$ cat config.mk
export PLATFORM = sky130hd
export DESIGN_NAME = regfile_dump_seq
export DESIGN_NICKNAME = d
export VERILOG_FILES = /design/src/rtl/regfile_dump_seq.sv
export SDC_FILE = /design/constraint.sdc
export NUM_CORES = 1
export LEC_CHECK = 0
export CORE_ASPECT_RATIO = 0.6
export CORE_UTILIZATION = 26
export DETAILED_ROUTE_END_ITERATION = 10
export HOLD_SLACK_MARGIN = 0.12
export SYNTH_ARGS = -nofsm -noshare
export SYNTH_HDL_FRONTEND = slang
export SYNTH_SLANG_ARGS = --single-unit
$ cat constraint.sdc
create_clock -name clk -period 1.9 [get_ports clk]
set_clock_uncertainty 0.1 [all_clocks]
set_input_delay 0.19 -clock clk [delete_from_list [all_inputs] [get_ports clk]]
set_output_delay 0.19 -clock clk [all_outputs]
set_load 0.05 [all_outputs]
$ cat src/rtl/regfile_dump_seq.sv
// regfile_dump_seq: takes over the instruction stream with forced I-type
// instructions, one per register, samples the busA probe after a settle
// delay and streams {index, value} beats on a valid/ready channel.
// Optional feature macro: DUMP_CHECKSUM_EN appends an XOR checksum beat.
module regfile_dump_seq #(
    parameter int unsigned DATA_W        = 32,
    parameter int unsigned IDX_W         = 5,
    parameter int unsigned SETTLE_CYCLES = 1,
    parameter logic [5:0]  OPCODE        = 6'b001000
) (
    input  logic              clk,
    input  logic              reset,
    input  logic              start,
    input  logic              abort,
    input  logic [IDX_W-1:0]  first_reg,
    input  logic [IDX_W-1:0]  last_reg,
    input  logic [DATA_W-1:0] busA_probe,
    output logic              override_inst,
    output logic [31:0]       force_inst,
    output logic              dump_valid,
    input  logic              dump_ready,
    output logic [IDX_W-1:0]  dump_idx,
    output logic [DATA_W-1:0] dump_data,
    output logic              dump_last,
    output logic              busy,
    output logic              done
);

    localparam int unsigned      CNT_W    = (SETTLE_CYCLES < 2) ? 1 : $clog2(SETTLE_CYCLES + 1);
    localparam logic [CNT_W-1:0] CNT_LOAD = CNT_W'(SETTLE_CYCLES);

`ifdef DUMP_CHECKSUM_EN
    typedef enum logic [1:0] {IDLE, SETTLE, HOLD, CHK} state_e;
`else
    typedef enum logic [1:0] {IDLE, SETTLE, HOLD} state_e;
`endif

    state_e            state_q;
    logic [IDX_W-1:0]  cur_q;
    logic [IDX_W-1:0]  last_q;
    logic [CNT_W-1:0]  cnt_q;
    logic              ovr_q;
    logic [31:0]       inst_q;
    logic              valid_q;
    logic [IDX_W-1:0]  idx_q;
    logic [DATA_W-1:0] data_q;
    logic              dlast_q;
    logic              busy_q;
    logic              done_q;
`ifdef DUMP_CHECKSUM_EN
    logic [DATA_W-1:0] acc_q;
`endif

    logic [IDX_W-1:0]  cur_d;
    logic              hs_d;

    // Forced I-type instruction: rs field carries the register index (5 bits).
    function automatic logic [31:0] mk_inst(input logic [IDX_W-1:0] idx);
        logic [4:0] rs;
        rs = 5'(idx);
        return {OPCODE, rs, 5'b0, 16'b0};
    endfunction

    // Next register index and handshake qualifier.
    always_comb begin
        cur_d = cur_q + IDX_W'(1);
        hs_d  = valid_q & dump_ready;
    end

    // Sequencer FSM; every output is a register.
    always_ff @(posedge clk or negedge reset) begin
        if (!reset) begin
            state_q <= IDLE;
            cur_q   <= '0;
            last_q  <= '0;
            cnt_q   <= '0;
            ovr_q   <= 1'b0;
            inst_q  <= '0;
            valid_q <= 1'b0;
            idx_q   <= '0;
            data_q  <= '0;
            dlast_q <= 1'b0;
            busy_q  <= 1'b0;
            done_q  <= 1'b0;
`ifdef DUMP_CHECKSUM_EN
            acc_q   <= '0;
`endif
        end else begin
            done_q <= 1'b0;
            if (state_q != IDLE && abort) begin
                state_q <= IDLE;
                ovr_q   <= 1'b0;
                valid_q <= 1'b0;
                dlast_q <= 1'b0;
                busy_q  <= 1'b0;
            end else begin
                case (state_q)
                    IDLE: begin
                        if (start) begin
                            if (first_reg <= last_reg) begin
                                state_q <= SETTLE;
                                cur_q   <= first_reg;
                                last_q  <= last_reg;
                                cnt_q   <= CNT_LOAD;
                                ovr_q   <= 1'b1;
                                inst_q  <= mk_inst(first_reg);
                                busy_q  <= 1'b1;
`ifdef DUMP_CHECKSUM_EN
                                acc_q   <= '0;
`endif
                            end else begin
                                done_q <= 1'b1;
                            end
                        end
                    end
                    SETTLE: begin
                        cnt_q <= cnt_q - CNT_W'(1);
                        if (cnt_q == CNT_W'(1)) begin
                            state_q <= HOLD;
                            data_q  <= busA_probe;
                            idx_q   <= cur_q;
                            valid_q <= 1'b1;
`ifdef DUMP_CHECKSUM_EN
                            dlast_q <= 1'b0;
                            acc_q   <= acc_q ^ busA_probe;
`else
                            dlast_q <= (cur_q == last_q);
`endif
                        end
                    end
                    HOLD: begin
                        if (hs_d) begin
                            if (cur_q != last_q) begin
                                state_q <= SETTLE;
                                cur_q   <= cur_d;
                                inst_q  <= mk_inst(cur_d);
                                valid_q <= 1'b0;
                                cnt_q   <= CNT_LOAD;
                            end else begin
`ifdef DUMP_CHECKSUM_EN
                                // Beat stays valid; payload becomes the checksum.
                                state_q <= CHK;
                                ovr_q   <= 1'b0;
                                data_q  <= acc_q;
                                idx_q   <= '0;
                                dlast_q <= 1'b1;
`else
                                state_q <= IDLE;
                                ovr_q   <= 1'b0;
                                valid_q <= 1'b0;
                                dlast_q <= 1'b0;
                                busy_q  <= 1'b0;
                                done_q  <= 1'b1;
`endif
                            end
                        end
                    end
`ifdef DUMP_CHECKSUM_EN
                    CHK: begin
                        if (hs_d) begin
                            state_q <= IDLE;
                            valid_q <= 1'b0;
                            dlast_q <= 1'b0;
                            busy_q  <= 1'b0;
                            done_q  <= 1'b1;
                        end
                    end
`endif
                    default: state_q <= IDLE;
                endcase
            end
        end
    end

    // Output port mapping.
    always_comb begin
        override_inst = ovr_q;
        force_inst    = inst_q;
        dump_valid    = valid_q;
        dump_idx      = idx_q;
        dump_data     = data_q;
        dump_last     = dlast_q;
        busy          = busy_q;
        done          = done_q;
    end

endmodule

# == Word-level counts from Yosys, hierarchy flattened ==
# Cells that the tools add are included.
# op_classes
add_sub_neg,2
magnitude_cmp,1
eq_ne,13
mux,39
bitwise_logic,2
reduce_logical,15
# ops
operator,n
$mux W32,4
$pmux W32 S2,1
$mux W5,4
$mux W1,18
$ne A3 B3 Y1 const B,5
$reduce_and A4 Y1,3
$reduce_and A6 Y1,2
$mux W2,5
$pmux W5 S2,1
$reduce_bool A3 Y1,3
$ne A2 B2 Y1 const B,4
$pmux W1 S2,4
$pmux W2 S3,1
$reduce_and A3 Y1,2
$add A5 B1 Y5 const B,1
$eq A5 B5 Y1,1
$le A5 B5 Y1,1
$ne A5 B5 Y1,1
$reduce_and A5 Y1,1
$reduce_bool A2 Y1,2
$pmux W1 S3,1
$eq A2 B1 Y1 const B,1
$eq A2 B2 Y1 const B,1
$logic_not A2 Y1,1
other kinds (4),4
# word_totals
regBits,86
inputBits,47
out_inout_bits,74

# == Depth between registers and ports, before layout ==
# Gate-level depths: netlist of the first run.
# logic_depth
word_depth,5
ltp_mapped,9

# == Worst setup path after synthesis of the first run ==
# Ideal clock, no wire load.
# synth_path
kind,register -> register
startpoint,register cur_q[0]
endpoint,register cur_q[2]
setup_ps,126
t_arrival_ps,1854
required_time_ps,1674
setup_slack_ps,-180
stages_incl_launch_ff,8
n_path_buf,2
period_less_slack_ps,2080
cell_sequence,dfrtp_1 buf_4 xor2_1 nor3_4 a21oi_2 buf_4 and3b_1 a221o_1
# synth_via
elab_chain_cells,4
# synth_rtl
element,line_no,source
from (decl),39,logic [IDX_W-1:0] cur_q;
from (signal assigned),102,cur_q <= first_reg;
from (signal assigned),135,cur_q <= cur_d;
$add A5 B1 Y5,66,cur_d = cur_q + IDX_W'(1);
$mux W5,133,if (cur_q != last_q) begin
$mux W5,132,if (hs_d) begin
$pmux W5 S2,97,case (state_q)
# Parallel ways exist; a longest one is shown, timed or not. The select of a mux whose other input is x is not followed.
# A chain may end at the register's enable or synchronous reset.

# == Worst setup path in the final report of the first run ==
# layout_path
startpoint,register state_q[1]
endpoint,"register data_q[23], in the netlist dump_data[23]"
# layout_via
elab_chain_cells,4
# layout_rtl
element,line_no,source
from (decl),38,state_e state_q;
from (signal assigned),73,state_q <= IDLE;
from (signal assigned),91,state_q <= IDLE;
from (signal assigned),101,state_q <= SETTLE;
$reduce_bool A2 Y1,90,if (state_q != IDLE && abort) begin
$logic_and A1 B1 Y1,90,
$not A1 Y1 (no line),-,
$reduce_and A3 Y1 (no line) (*),-,
to (signal assigned),120,data_q <= busA_probe;
to (decl),46,logic [DATA_W-1:0] data_q;
# Mark *: on every way between the ends. The rest lies on a longest branch, timed or not.

==> run metrics, run 1 <==
CTS tree=done; clk_lat worst skew=290 ps; post-synthesis simple-gate area fraction=7.785%; fmax=0.5484 GHz; area grow syn2layout=51.07%; Die ar.=10,810 um^2; RSZ-0062 raised after global routing=false; Worst-path clk slew=70 ps; CTS Sinks=55; Post CTS Setup Buffer Count=0; r2r setup slk=80 ps; Peak VDD IR=0.8722 mV; layout cells sized above 1=32.45%; Cell Area, Placed=3840 um^2; worst slew pin tran=593.5 ps; WP data required=1980 ps; Max stage delay on crit path=390 ps; WL per Instance=13.53 um; Critical Path AT=1900 ps; initial core utilization=27.04%; largest family of logic cells by synthesized area=multiplexers; mapped cell area=2700 um^2; Max-slew headroom=60.43%; synth warn=0; Chip Width=133.6 um; IO Port Bufs=94; critical path class=reg2reg; grt ovf=0; ratio of final minimum period to clock period=95.97%; #FFs+latches synth=55; Tot GR Track Use=12.15%; DR vias=2,005; min cycle time layout=1823 ps; vias in the first global route=1,930; Diodes inserted=0; post-synthesis xor/xnor area fraction=1.622%; Layout Nets=391; CP max-delay cell=dfrtp_1; CP max FO=33; H-tree Lvls=2; cell taking the most area after synthesis=dfrtp_1; Synth Area in Adders=2.780%; initial DRC count=61; final setup fails=0; drt pass-1 iters=4; Placeable Area=9985 um^2; first-pass GRT wire length=10.01 mm; largest net degree at the start of global routing=34; Max Slew Vio Count=0; io pins=121; Static Leak=1.754 nW; routability cong.=0.7519; root buf cell=clkbuf_16; post-route cell area=4079 um^2; post-synthesis mux area share=17.52%; initial antenna violation count=0; row count=28; main area contributors after synthesis=dfrtp_1 51%, mux2_2 18%, buf_4 8.3%; power per standard cell area=1797 nW/um^2; Num CTS Buffers=5; Mapped Cells=223; final WL=6.415 mm; max cap viols=0; vias per cell=4.230; asr flop ratio synth=100.0%; most frequent CP cell=buf_4; syn avg cell area=12.11 um^2; Final HPWL DP=4.837 mm; Hold WC Path Type=in2reg; clk buf depth=2; post-synthesis sequential area ratio=50.97%; Compound-Gate Fraction of Synth Area=7.878%; post-synth top area share=50.97%; Die Y=80.94 um; final hold slack=181.5 ps; Critical Path End Type=register; CP Launch Type=register; Synth cell types=43; Post-synth EDFFs=0; crit path cell chain=buf_4 > buf_4 > nor3_2 > buf_12 > mux2_2; main flop type after synthesis=dfrtp_1; Final Hold Vio Count=0; result of the run=finished clean; DR DRC count=0; ANT nets after route=0
[repair_timing]
item / in CTS / in global routing
gates resized for setup: 22 / 7
endpoints found under the setup margin: 11 / 12
hold endpoints to repair: 22 / 0
hold buffers: 1 / 0
pin swaps: 2 / 2
[sequential cells by signal, summed over array words and instances (netlist names)]
| name | count |
|---|---|
| cur_q | 4 |
| dump_last | 1 |
| dump_valid | 1 |
| cnt_q | 1 |
| busy | 1 |
| force_inst | 2 |
| dump_data | 32 |
| state_q | 2 |
| done | 1 |
| last_q | 5 |
| dump_idx | 5 |
[critical path: cells and delay by family (launching register included)]
kind	cells	cell delay, ps
buffers and inverters	3	540
AND/OR/NAND/NOR	1	290
flip-flops	1	390
multiplexers	1	360
[report_power, final]
part | internal [mW] | switching (mW) | total, mW
logic | 1.64 | 2.72 | 4.36
registers | 1.73 | 0.328 | 2.06
clock network | 0.488 | 0.421 | 0.909
[cell families (layout without fill, tap and decap cells)]
family / after synthesis / after routing
xor gates and xnor gates: 5 / 5
DFF: 55 / 55
adders and majority gates: 6 / 6
other: 1 / 26
AOI/OAI and AO/OA: 28 / 28
and+or+nand+nor: 38 / 38
buffers and inverters: 48 / 139
muxes: 42 / 42
[cells in the final DEF, fill, tap and decap left out, drive strengths merged, types with 2 or more instances in the layout]
| cell | instances |
|---|---|
| nand2 | 8 |
| mux2 | 42 |
| or3 | 2 |
| buf | 34 |
| dlygate4sd2 | 9 |
| nor2 | 7 |
| nand3 | 4 |
| dfrtp | 55 |
| inv | 11 |
| a221o | 2 |
| nor3 | 6 |
| xor2 | 5 |
| ha | 6 |
| nand2b | 3 |
| nor3b | 3 |
| clkdlybuf4s50 | 75 |
| a211o | 2 |
| a21oi | 7 |
| conb | 26 |
| o21ai | 3 |
| clkbuf | 6 |
[worst paths after layout]
| kind | startpoint | end | cells after the start |
|---|---|---|---|
| min in group asynchronous | reset | cnt_q | 2 |
| setup / recovery | state_q[1] | dump_data[23] | 5 |
| hold / removal | last_reg[0] | last_q[0] | 3 |
| setup reg to reg | state_q[1] | dump_data[23] | 5 |
| max in group asynchronous | reset | force_inst[25] | 3 |
| hold reg to reg | force_inst[29] | force_inst[29] | 1 |
[layout make-up]
type,instances,area [um^2]
clock buffers,6,128.9
clock inverters,2,12.51
fillers,964,5906
inverters,11,41.29
multi-input cells,145,1206
flip-flops and latches,55,1384
well taps,135,168.9
repair buffers,120,1137
[stage by stage]
stage                     total power [mW]  TNS [ps]  cells  util [%]  setup slack, ps
final                                7.328         0    474     40.85            76.58
after global routing                 7.730         0    474     40.85            3.995
after CTS                            7.369         0    474     40.56            19.29
after detailed placement             6.413     -5893    465     38.46           -428.0
after global placement               6.364     -5190    465     38.46           -420.5
after floorplan                      4.964         0    248         -            2.525
[Yosys cell counts (2+ instances only)]
| cell type | count |
|---|---|
| inv_1 | 11 |
| xor2_1 | 5 |
| nand3_1 | 4 |
| nand2_1 | 7 |
| buf_4 | 30 |
| or3_1 | 2 |
| a221o_1 | 2 |
| nand2b_1 | 3 |
| buf_2 | 4 |
| a211o_1 | 2 |
| nor3b_1 | 3 |
| a21oi_1 | 6 |
| o21ai_0 | 3 |
| ha_1 | 6 |
| nor2_1 | 7 |
| clkbuf_1 | 2 |
| dfrtp_1 | 55 |
| mux2_2 | 42 |
| nor3_1 | 5 |
[metal layers]
layer	GRT usage [%]	routed length, um	share of wire, %	up-vias
met5	0	0	0	-
met2	17.50	2591	40	85
li1	-	-	-	963
met1	17.48	3272	51	950
met4	3.068	46	0.72	0
met3	3.745	505	7.9	7
Power figures use the tool's default switching activity.
==> run 2, diff against run 1 <==
SETUP_SLACK_MARGIN = 0.2   (was default)
==> run metrics, run 2 (synthesized netlist as in run 1, its figures left out) <==
row count=28 (unchanged); reg2reg end=cur_q[0] (was dump_data[23]); layout cells sized above 1=42.82% (was 32.45%); Max-slew headroom=55.61% (was 60.43%); critical path class=reg2reg (unchanged); initial core utilization=27.04% (unchanged); ANT nets after route=0 (unchanged); Final HPWL DP=4.715 mm (was 4.837 mm); Layout Cells excl Fill=504 (was 474); most common cell after layout, fill and taps aside=dfrtp_1 (was clkdlybuf4s50_1); Static Leak=2.030 nW (was 1.754 nW); root buf cell=clkbuf_16 (unchanged); max cap viols=0 (unchanged); min cycle time layout=1829 ps (was 1823 ps); drt pass-1 iters=4 (unchanged); ratio of final minimum period to clock period=96.25% (was 95.97%); post-route setup slack=71.21 ps (was 76.58 ps); combinational fraction of design power=60.8% (was 59.5%); DR DRC count=0 (unchanged); io pins=121 (unchanged); vias in the first global route=2,132 (was 1,930); r2r startpoint=cur_q[0] (was state_q[1]); area grow syn2layout=65.76% (was 51.07%); max reg flops=32 (unchanged); reg2reg path depth=6 (was 5); RSZ-0062 raised after global routing=true (was false); Tot GR Track Use=13.31% (was 12.15%); fmax=0.5468 GHz (was 0.5484 GHz); WL per Instance=13.62 um (was 13.53 um); Die ar.=10,810 um^2 (unchanged); Final Hold Vio Count=0 (unchanged); WP data required=1980 ps (about the same); Die Y=80.94 um (unchanged); DR vias=2,154 (was 2,005); vias per cell=4.274 (was 4.230); final hold slack=158.4 ps (was 181.5 ps); r2r setup slk=70 ps (was 80 ps); initial antenna violation count=0 (unchanged); CP Launch Type=register (unchanged); largest net degree at the start of global routing=30 (was 34); Num CTS Buffers=5 (unchanged); Post-Route Utilization=44.82% (was 40.85%); most frequent cells in the layout=47 x dfrtp_1, 44 x buf_4, 39 x dlygate4sd2_1, 35 x mux2_2, 35 x clkdlybuf4s50_1 (was 75 x clkdlybuf4s50_1, 49 x dfrtp_1, 42 x mux2_2, 29 x buf_4, 26 x conb_1); Hold Path Depth=2 (was 3); CP max FO=6 (was 33); final WL=6.862 mm (was 6.415 mm); IO Port Bufs=94 (unchanged); routability cong.=0.7465 (was 0.7519); Critical Path End Type=register (unchanged); worst path bufs/invs=1 (was 3); family with the most delay on the worst path=simple AND/OR/NAND/NOR gates (was buffers and inverters); CTS Sinks=55 (unchanged); Peak VDD IR=0.8950 mV (was 0.8722 mV); crit path cell chain=xor2_2 > nor3_4 > a21oi_4 > buf_6 > or2_0 > o221a_2 (was buf_4 > buf_4 > nor3_2 > buf_12 > mux2_2); NetSw=3.613 mW (was 3.470 mW); H-tree Lvls=2 (unchanged); Max stage delay on crit path=420 ps (was 390 ps); final setup fails=0 (unchanged); worst slew pin tran=665.9 ps (was 593.5 ps); Layout Nets=421 (was 391); Sw Share=47.60% (was 47.35%); sequential share of power=27.1% (was 28.1%); Chip Width=133.6 um (unchanged); CTS tree=done (unchanged); hold endpoint=last_q[0] (unchanged); Critical Path AT=1910 ps (was 1900 ps); CP max-delay cell=dfrtp_2 (was dfrtp_1); initial DRC count=55 (was 61); clock share of power=12.1% (was 12.4%); Worst-path clk slew=70 ps (about the same); Placeable Area=9985 um^2 (unchanged); pre-CTS setup slack=-463.1 ps (was -428.0 ps); Pwr Total=7.590 mW (was 7.328 mW); placed cells=465 (unchanged); HP Start=last_reg[0] (unchanged); Hold WC Path Type=in2reg (unchanged); CP Launch Point=cur_q[0] (was state_q[1]); grt ovf=0 (unchanged); clk_lat worst skew=290 ps (about the same); Max Slew Vio Count=0 (unchanged); first-pass GRT wire length=11.00 mm (was 10.01 mm); Diodes inserted=0 (unchanged); clk buf depth=2 (unchanged); power per standard cell area=1696 nW/um^2 (was 1797 nW/um^2); result of the run=finished clean (unchanged); P_int=3.977 mW (was 3.858 mW)
-- run 2: area by class of cell --
cell class              instances  area, um^2
well taps                     135       168.9
clock buffers                   6       128.9
clock inverters                 2       16.27
fillers                       952        5509
inverters                      11       51.30
flip-flops and latches         55        1386
multi-input cells             145        1314
repair buffers                150        1410
-- run 2: timing repair --
| action | 4_1_cts | 5_1_grt |
|---|---|---|
| cloned | 3 | 0 |
| pin swaps | 14 | 4 |
| hold buffers | 5 | 0 |
| endpoints found under the hold margin | 30 | 0 |
| buffers inserted | 12 | 11 |
| endpoints found under the setup margin | 91 | 51 |
| resized for setup | 100 | 11 |
-- run 2: worst max-delay path by stage --
stage	end	slack (ps)	cells past startpoint
after floorplan	cur_q[2]	60	7
after global placement	cur_q[0]	-450	8
after detailed placement	cur_q[0]	-460	8
after CTS	cur_q[0]	90	6
after global routing	cur_q[3]	10	7
final	cur_q[0]	70	6
-- run 2: per-stage QoR --
stage | TNS, ps | area [um^2]
3_3_place_gp | -5330 | 3948
2_1_floorplan | 0 | 2910
5_1_grt | 0 | 4476
6_report | 0 | 4476
3_5_place_dp | -5579 | 3948
4_1_cts | 0 | 4357
-- run 2: power by group through the flow --
stage | Combinational [mW] | Sequential [mW] | Clock [mW]
2_1_floorplan | 1.26 | 3.77 | 0
3_3_place_gp | 4.36 | 2.08 | 0
3_5_place_dp | 4.38 | 2.10 | 0
4_1_cts | 4.46 | 2.06 | 0.960
5_1_grt | 4.87 | 2.14 | 1.01
6_report | 4.61 | 2.06 | 0.916
-- run 2: worst register-to-register path: stages, from the launching register on --
cell	delay, ps
dfrtp_2	420
xor2_2	190
nor3_4	290
a21oi_4	130
buf_6	140
or2_0	190
o221a_2	260
-- run 2: per-layer routing --
metal  vias to the layer above  GRT usage [%]  part of all wire (%)
met1                      1036          19.14                    50
met4                         0          2.386                  0.52
met3                         7          3.308                   6.6
li1                       1024              -                     -
met2                        87          20.31                    43
met5                         -              0                     0
